`src/rtl/disp_pkg.sv`:
```
// Shared state encoding, segment patterns and word layout for the display scanner.
package disp_pkg;

  typedef enum logic [3:0] {
    S_IDLE,
    S_SNAP,
    S_SEND,
    S_WAITB,
    S_DWELL,
    S_BLANK_SEND,
    S_BLANK_WAITB,
    S_NEXT,
    S_OFF_SEND,
    S_OFF_WAITB
  } scan_state_t;

  // Active-high g..a patterns indexed by hex value (entry 15 first)
  localparam logic [15:0][6:0] SEG_TABLE = {
    7'h71, 7'h79, 7'h5E, 7'h39, 7'h7C, 7'h77, 7'h6F, 7'h7F,
    7'h07, 7'h7D, 7'h6D, 7'h66, 7'h4F, 7'h5B, 7'h06, 7'h3F
  };

  localparam logic [7:0] BLANK_SEG = 8'h00;
  localparam logic [7:0] BLANK_SEL = 8'h00;

  localparam int SEG_LSB = 8;
  localparam int SEL_LSB = 0;

endpackage

```
`src/rtl/scan_dwell_timer.sv`:
```
// Per-digit dwell counter: brightness-slice compare and dwell expiry.
module scan_dwell_timer #(
  parameter int SLICE_CYC = 2500
) (
  input  logic       clk,
  input  logic       rst,
  input  logic       clr,
  input  logic [2:0] bright,
  output logic       dim_hit,
  output logic       dwell_done
);

  localparam int CW = $clog2(8 * SLICE_CYC);
  localparam logic [CW-1:0] DWELL_LAST = CW'(8 * SLICE_CYC - 1);

  logic [CW-1:0] cnt;
  logic [CW-1:0] dim_at;

  assign dim_at     = CW'((int'(bright) + 1) * SLICE_CYC);
  assign dim_hit    = (bright != 3'd7) && (cnt == dim_at);
  assign dwell_done = (cnt == DWELL_LAST);

  // Holds at expiry so a long shifter stall cannot wrap back into a slice compare
  always_ff @(posedge clk) begin
    if (rst || clr) begin
      cnt <= '0;
    end else if (!dwell_done) begin
      cnt <= cnt + 1'b1;
    end
  end

endmodule

```
`src/rtl/display_scan_ctrl.sv`:
```
// Four-digit multiplexed display scheduler driving a 74HC595 shifter over start/busy.
module display_scan_ctrl
  import disp_pkg::*;
#(
  parameter int SLICE_CYC      = 2500,
  parameter int SEG_ACTIVE_LOW = 1,
  parameter int SEL_ACTIVE_LOW = 0
) (
  input  logic        clk,
  input  logic        rst,
  input  logic        en,
  input  logic [3:0]  d0,
  input  logic [3:0]  d1,
  input  logic [3:0]  d2,
  input  logic [3:0]  d3,
  input  logic [3:0]  dp_mask,
  input  logic        lz_en,
  input  logic [2:0]  bright,
  input  logic        busy,
  output logic        start,
  output logic [15:0] data16,
  output logic        frame_done,
  output logic        active
);

  function automatic logic [15:0] make_word(input logic [7:0] seg_ah, input logic [7:0] sel_ah);
    logic [15:0] w;
    w = '0;
    w[SEG_LSB +: 8] = (SEG_ACTIVE_LOW != 0) ? ~seg_ah : seg_ah;
    w[SEL_LSB +: 8] = (SEL_ACTIVE_LOW != 0) ? ~sel_ah : sel_ah;
    return w;
  endfunction

  scan_state_t     state;
  logic [1:0]      idx;
  logic [3:0][3:0] snap_d;
  logic [3:0]      snap_dp;
  logic            snap_lz;
  logic [2:0]      snap_bright;
  logic            blank3, blank2, blank1;
  logic [3:0]      lz_blank;
  logic [7:0]      seg_ah, sel_ah;
  logic [15:0]     digit_word, blank_word;
  logic            dim_hit, dwell_done;

  // Frame snapshot: SNAP is only visited at digit 0, so a frame never mixes values
  always_ff @(posedge clk) begin
    if (state == S_SNAP) begin
      snap_d      <= {d3, d2, d1, d0};
      snap_dp     <= dp_mask;
      snap_lz     <= lz_en;
      snap_bright <= bright;
    end
  end

  assign blank3   = snap_lz && (snap_d[3] == 4'h0);
  assign blank2   = blank3 && (snap_d[2] == 4'h0);
  assign blank1   = blank2 && (snap_d[1] == 4'h0);
  assign lz_blank = {blank3, blank2, blank1, 1'b0};

  always_comb begin
    seg_ah = BLANK_SEG;
    if (!lz_blank[idx]) begin
      seg_ah = {snap_dp[idx], SEG_TABLE[snap_d[idx]]};
    end
    sel_ah      = BLANK_SEL;
    sel_ah[idx] = 1'b1;
  end

  assign digit_word = make_word(seg_ah, sel_ah);
  assign blank_word = make_word(BLANK_SEG, BLANK_SEL);

  scan_dwell_timer #(
    .SLICE_CYC(SLICE_CYC)
  ) u_timer (
    .clk       (clk),
    .rst       (rst),
    .clr       (state == S_WAITB),
    .bright    (snap_bright),
    .dim_hit   (dim_hit),
    .dwell_done(dwell_done)
  );

  always_ff @(posedge clk) begin
    if (rst) begin
      state      <= S_IDLE;
      idx        <= 2'd0;
      start      <= 1'b0;
      frame_done <= 1'b0;
      active     <= 1'b0;
      data16     <= blank_word;
    end else begin
      start      <= 1'b0;
      frame_done <= 1'b0;
      case (state)
        S_IDLE: begin
          if (en && !busy) begin
            active <= 1'b1;
            state  <= S_SNAP;
          end
        end
        S_SNAP: state <= S_SEND;
        S_SEND: begin
          if (!busy) begin
            data16 <= digit_word;
            start  <= 1'b1;
            state  <= S_WAITB;
          end
        end
        // start is still high on the first wait cycle, masking the shifter's busy latency
        S_WAITB: if (!start && !busy) state <= S_DWELL;
        S_DWELL: begin
          if (!en) begin
            state <= S_OFF_SEND;
          end else if (dwell_done && !busy) begin
            state <= S_NEXT;
          end else if (dim_hit) begin
            state <= S_BLANK_SEND;
          end
        end
        S_BLANK_SEND: begin
          if (!busy) begin
            data16 <= blank_word;
            start  <= 1'b1;
            state  <= S_BLANK_WAITB;
          end
        end
        S_BLANK_WAITB: if (!start && !busy) state <= S_DWELL;
        S_NEXT: begin
          idx <= idx + 2'd1;
          if (idx == 2'd3) frame_done <= 1'b1;
          if (!en) begin
            state <= S_OFF_SEND;
          end else if (idx == 2'd3) begin
            state <= S_SNAP;
          end else begin
            state <= S_SEND;
          end
        end
        S_OFF_SEND: begin
          if (!busy) begin
            data16 <= blank_word;
            start  <= 1'b1;
            idx    <= 2'd0;
            state  <= S_OFF_WAITB;
          end
        end
        S_OFF_WAITB: begin
          if (!start && !busy) begin
            active <= 1'b0;
            state  <= S_IDLE;
          end
        end
        default: state <= S_IDLE;
      endcase
    end
  end

endmodule

```
`config.mk`:
```
export PLATFORM = sky130hd
export DESIGN_NAME = display_scan_ctrl
export DESIGN_NICKNAME = d
export VERILOG_FILES = /design/src/rtl/disp_pkg.sv /design/src/rtl/scan_dwell_timer.sv /design/src/rtl/display_scan_ctrl.sv
export SDC_FILE = /design/constraint.sdc
export NUM_CORES = 1
export LEC_CHECK = 0
export ABC_AREA = 1
export CAP_MARGIN = 20
export CORE_MARGIN = 2
export CORE_UTILIZATION = 55
export CTS_BUF_LIST = sky130_fd_sc_hd__clkbuf_4 sky130_fd_sc_hd__clkbuf_8 sky130_fd_sc_hd__clkbuf_16
export CTS_CLUSTER_DIAMETER = 150
export DETAILED_ROUTE_END_ITERATION = 12
export PLACE_DENSITY = 0.89
export SYNTH_ARGS = -nofsm -noshare
export SYNTH_HDL_FRONTEND = slang
export SYNTH_SLANG_ARGS = --single-unit
```
`constraint.sdc`:
```
create_clock -name clk -period 5.5 [get_ports clk]
set_input_delay 0.825 -clock clk [delete_from_list [all_inputs] [get_ports clk]]
set_output_delay 0.825 -clock clk [all_outputs]
set_load 0.02 [all_outputs]
```
# Word level (Yosys, flattened, before mapping)
# Memories as Yosys holds them, arrays and structs flattened.
# Index checks and enable logic that the tools add are counted.
# totals
wordCells,106
memories,1
register_bits,64
rom_bits,112
# classes
mux,32
multipliers,1
n_eq_ne,21
n_lt_le_gt_ge,4
n_addsub,3
n_reduce_logical,27
bitwise,3
# memory_table
memory,words,width,read_ports,rd_clocked_by_memory_dff,wr,line_no,rtl
(no name shown),16,7,1,0,0,display_scan_ctrl.sv:64,"seg_ah = {snap_dp[idx], SEG_TABLE[snap_d[idx]]};"
# ops
cell,count
4-bit two-way mux,11
4-bit case mux with 9 select lines,1
"32-bit by 11-bit multiplier with 13-bit output, second input constant",1
16-bit two-way mux,2
16-bit case mux with 2 select lines,1
"4-bit by 3-bit == test with 1-bit output, second input constant",4
4-bit zero test,4
"15-bit by 1-bit adder with 15-bit output, second input constant",1
15-bit == test,1
"15-bit == test, second input constant",1
"2-bit inequality test, second input constant",6
4-bit binary-select mux with 2-bit select,1
"4-bit by 2-bit == test with 1-bit output, second input constant",2
"4-bit == test, second input constant",2
1-bit logical AND,8
8-bit two-way mux,1
8-bit inverter,1
2-bit OR reduction,4
1-bit two-way mux,7
7-bit two-way mux,1
7-bit AND reduction,1
3-bit AND reduction,2
2-bit nonzero test,3
"4-bit by 5-bit < comparator with 1-bit output, second input constant",1
20 further kinds,24

# Logic depth before layout (Yosys ltp)
# depth
ltp_word,10
ltp_mapped,20
depth_no_buf,20

# Hierarchy
# Synthesis repeated with hierarchy kept, for this count alone.
# unflattened
cells_unflattened,551
area_unflattened_um2,3940.0
# by_module_without_submodules
mod,area_each_um2,seq_area_each_um2,instances,cells_each
display_scan_ctrl,2474.9,1141.1,1,321
scan_dwell_timer,1465.2,300.3,1,230

# Least setup slack after synthesis
# No wires, ideal clock.
# synth_timing
kind,register to register
from,register snap_bright[1]
to,register state[0]
t_required_ns,5.385
path_stages_with_launch,18
arrival_ns,3.105
synth_period_minus_slack_ns,3.220
setup_time_ns,0.115
setup_slack_ns,2.280
path_buffers,0
path_cell_list,edfxtp_1 ha_1 ha_1 fa_1 inv_1 ha_1 fa_1 inv_1 nand2_1 nand3_1 nor2_1 nand3_1 nor2_1 nand2_1 nand2_2 nand3_1 nand2_1 nor2_1
# synth_between
elab_chain_cells,6
# synth_rtl
element,line_no,rtl
"start, declared",display_scan_ctrl.sv:39,logic [2:0] snap_bright;
"start signal, assigned",display_scan_ctrl.sv:52,snap_bright <= bright;
3-bit by 1-bit adder with 4-bit output,scan_dwell_timer.sv:19,assign dim_at = CW'((int'(bright) + 1) * SLICE_CYC);
32-bit by 11-bit multiplier with 13-bit output,scan_dwell_timer.sv:19,
15-bit == test,scan_dwell_timer.sv:20,assign dim_hit = (bright != 3'd7) && (cnt == dim_at);
1-bit logical AND (*),scan_dwell_timer.sv:20,
4-bit inequality test (no source line) (*),-,
7-bit AND reduction (no source line) (*),-,
"end signal, assigned",display_scan_ctrl.sv:86,state <= S_IDLE;
"end signal, assigned",display_scan_ctrl.sv:99,state <= S_SNAP;
"end signal, assigned",display_scan_ctrl.sv:102,S_SNAP: state <= S_SEND;
"end, declared",display_scan_ctrl.sv:34,scan_state_t state;
# Every way passes the cells marked *; elsewhere a longest branch is shown, timed or not.
# A chain may end at the register's enable or synchronous reset.

# Worst setup path in the final report
# layout_timing
from,register snap_bright[1]
to,register state[3]
# The elaborated chain is that of the path after synthesis.

==> results.txt <==
The highest fanout seen on the critical path came out at 8. Together, buffers and inverters on the worst path number 2. Across all register-to-register paths, the minimum setup slack is 1.82 ns. The share of flip-flops with an asynchronous set or reset after synthesis is 0. Of the total synthesized cell area, the portion taken by AND, OR, NAND and NOR gates is 0.288. The clock input transition at the sequential cells of the worst setup and hold paths is 0.06 ns. The CTS tree is built. For this run, design rule violations remaining after detail routing come to 0. The height of the die came out at 85.9 um. The synthesized flop and latch total is 60.

The register area share after synthesis came out at 0.391. The flow ran to the end, and the final reports show no timing, DRC or antenna violations. STA classifies the critical path endpoint as a flip-flop. The setup violation total in the final timing report came out at 0.

The endpoint identified for the worst register-to-register timing path is state[3]. The remaining antenna violation count is 0. The critical path in this run is classified as flip-flop to flip-flop. The post-CTS setup repair buffer count came out at 0.

The critical path ends at state[3]. The critical path goes through ha_1 > ha_1 > fa_1 > inv_1 > ha_1 > fa_1 > inv_1 > nand2_1 > nand3_1 > nor2_1 > nand3_1 > nor2_1 > nand2_1 > nand2_2 > nand3_1 > nand2_1 > nor2_1. On the critical path the largest part of the delay comes from adder cells. The critical path depth in cells is 17. The arrival time of the worst setup path came out at 3.91 ns. By area, the combinational part of the netlist is dominated by simple AND/OR/NAND/NOR gates. The count of filler cells inserted in the layout came out at 488. The total overflow reported by the global router is 0. The die area came out at 7380 um^2. The root buffer cell is clkbuf_8. The minimum period implied by the final worst setup slack is 3.68 ns. Measured in cells, the most critical reg-to-reg path has a length of 17. After clock tree synthesis, the repair step resized 0 gates. The accumulated negative setup slack is 0 ns.

The count of synthesis-stage warnings from yosys came out at 0. The initial antenna violation count was 0. Of the total synthesized cell area, the portion taken by full adders, half adders and majority gates is 0.0990. The non-filler instance count after layout is 598. The parity-gate share of the synthesized area counting xor and xnor cells is 0.0166. The floorplan row count is 29. The fraction of synthesized area in multiplexers came out at 0. Synthesis produced 470 cells.

In this run the worst setup path begins at snap_bright[1]. The final-report hold violation count was 0. The number of pins with negative max-slew slack in the final report is 0. The number of sinks driven by the clock tree came out at 60. The period utilization came out at 0.670.

STA classifies the critical path startpoint as a flip-flop. The clock tree synthesis step divided the H-tree into 3 levels. The final layout net count came out at 572. During I/O placement, the number of pins put on the boundary was 47. The worst pin sits at a relative slew slack of 0.552.

The number of maximum-capacitance violations is 0. The placed wire-length estimate after detailed placement came out at 6.13 mm. At the worst endpoint, the required time is 5.72 ns. The worst hold path belongs to the class flip-flop to flip-flop. The overall via count from detail_route is 3,298. The longest clock path from root to sink contains 2 buffers. The routed wire length per instance came out at 13.9 um. Entering global routing, the biggest net connects 25 pins. The final weighted congestion in routability-driven placement came out at 0.914. The post-synthesis to final-layout area growth is 18.0%. The worst hold path cell count came out at 2. Synthesis instantiated 39 different standard cells from the library. The upper clock frequency limit came out at 271 MHz. The length of the first detailed-routing pass in iterations came out at 6. The number of buffers inserted by port buffering is 42. The CTS buffer count came out at 9. The horizontal extent of the die is 85.9 um.

Counting flops with a built-in enable in the synthesized netlist gives 24. The global-route wire length before repair came out at 14.3 mm. The number of placed cells counting well taps came out at 581. The fraction of final layout cells with drive strength greater than 1 is 0.123. For the final database, setup skew stands at 0.00713 ns. For this run, the leading register cell type out of synthesis is dfxtp_1. The compound-gate portion of the synthesized area is 0.114. The quantity of hold-fixing buffers added after cts is 0.

For the pin with the worst max-slew slack, the measured transition is 0.670 ns. The via count of the first global-routing pass came to 3,220. The slowest stage cell on the critical path is fa_1. The total area inside the core boundary comes to 6420 um^2. The cell area that synthesis handed to floorplanning was 3690 um^2. For this run, the slowest stage of the critical path takes 0.57 ns.

The mean instance size in the synthesized netlist is 7.85 um^2. The routed design has 8.33 mm of wire. The worst ir drop on vdd is 260 uV. Dividing total power by cell area gives a power density of 441 nW/um^2. The number of vias per cell after detailed routing came out at 5.52. Setup repair after global routing left no endpoint under its margin. The starting DRC count in detailed routing came out at 246. The number of antenna repair diodes came out at 0.

The effective utilization at floorplan came out at 0.575. The global-route total usage across every layer is 0.243. The worst register-to-register path begins at snap_bright[1]. The leakage power came out at 1.87 nW. The clock reaches the later pin of the worst-skew pair after 0.33 ns.
## synthesized netlist by cell type (all sizes together), types with 4 or more instances
library cell  number  area share
nand2            108        0.12
inv               69       0.070
nand3             43       0.060
nor2              41       0.062
a21oi             36       0.049
dfxtp             36        0.20
o21ai             30       0.044
ha                26       0.088
edfxtp            24        0.20
nor3              12       0.019
buf                8       0.017
nand4              4      0.0068
nor4               4      0.0068
or2                4      0.0068
xor2               4      0.0095
## per-layer routing
metal  GRT usage  share of wire  vias to the layer above
met2       0.409           0.48                      133
li1            -              -                     1628
met3      0.0404          0.061                       15
met4       0.108          0.016                        0
met1       0.307           0.44                     1522
met5           0              0                        -
## layout make-up
type,instances,area (um^2),share of cell area
Clock inverter,6,53.8,0.0124
Clock buffer,10,138,0.0316
Sequential cell,60,1440,0.331
Inverter,70,263,0.0604
Timing Repair Buffer,43,435,0.100
Tap cell,77,96.3,0.0221
Multi-Input combinational cell,332,1930,0.442
## cell usage in the layout, fill, tap and decap left out, types with 5 or more instances in the layout
master,Yosys,layout
dfxtp_1,36,36
clkdlybuf4s50_1,0,42
nor2_1,30,29
nand2_2,7,7
inv_1,54,54
nand2_4,5,5
clkbuf_8,0,10
nor3_1,10,10
nand3_1,42,42
ha_1,26,26
o21ai_1,5,5
inv_2,15,15
edfxtp_1,24,24
a21oi_1,36,36
nor2_2,5,6
o21ai_0,22,22
nand2_1,96,96
## worst min-delay path by stage
stage | startpoint | endpoint | slack, ns
detailed placement | data16[15] | data16[15] | 0.46
finish | data16[15] | data16[15] | 0.46
global placement | data16[15] | data16[15] | 0.45
global route | data16[11] | data16[11] | 0.49
CTS | data16[15] | data16[15] | 0.47
floorplan | u_timer.cnt[0] | u_timer.cnt[0] | 0.45
## state kept, by name (all words and copies together) (netlist names)
| name | cells |
|---|---|
| active | 1 |
| data16 | 12 |
| frame_done | 1 |
| idx | 2 |
| snap_bright | 3 |
| snap_d | 16 |
| snap_dp | 4 |
| snap_lz | 1 |
| start | 1 |
| state | 4 |
| u_timer.cnt | 15 |
## tightest hold or removal path: cells and delay by family, from the launching register on
family / cells / cell delay [ns]
compound gates: 1 / 0.07
simple gates: 1 / 0.05
flops: 1 / 0.32
## power breakdown
group | leakage, nW | switching (mW) | internal (mW) | total [mW]
Clock | 0.0948 | 0.168 | 0.216 | 0.384
Combinational | 1.26 | 0.562 | 0.350 | 0.912
Sequential | 0.514 | 0.0593 | 0.563 | 0.623
## cell families after synthesis
group                      after synthesis
xor gates and xnor gates                 7
and+or+nand+nor                        217
AOI/OAI and AO/OA                       76
DFF                                     60
buffers and inverters                   81
adders and majority gates               28
other                                    1
## through the flow
step / power (mW) / worst slack (ns) / utilization / hold slack [ns] / cell area [um^2]
after detailed placement: 1.51 / 1.99 / 0.646 / 0.458 / 4150
after global routing: 2.06 / 1.65 / 0.678 / 0.495 / 4350
after global placement: 1.46 / 2.16 / 0.646 / 0.448 / 4150
final: 1.92 / 1.82 / 0.678 / 0.464 / 4350
after floorplan: 1.29 / 2.28 / - / 0.447 / 3700
after CTS: 1.90 / 1.87 / 0.675 / 0.472 / 4340
Note: power is estimated with default switching activity, not from simulation.
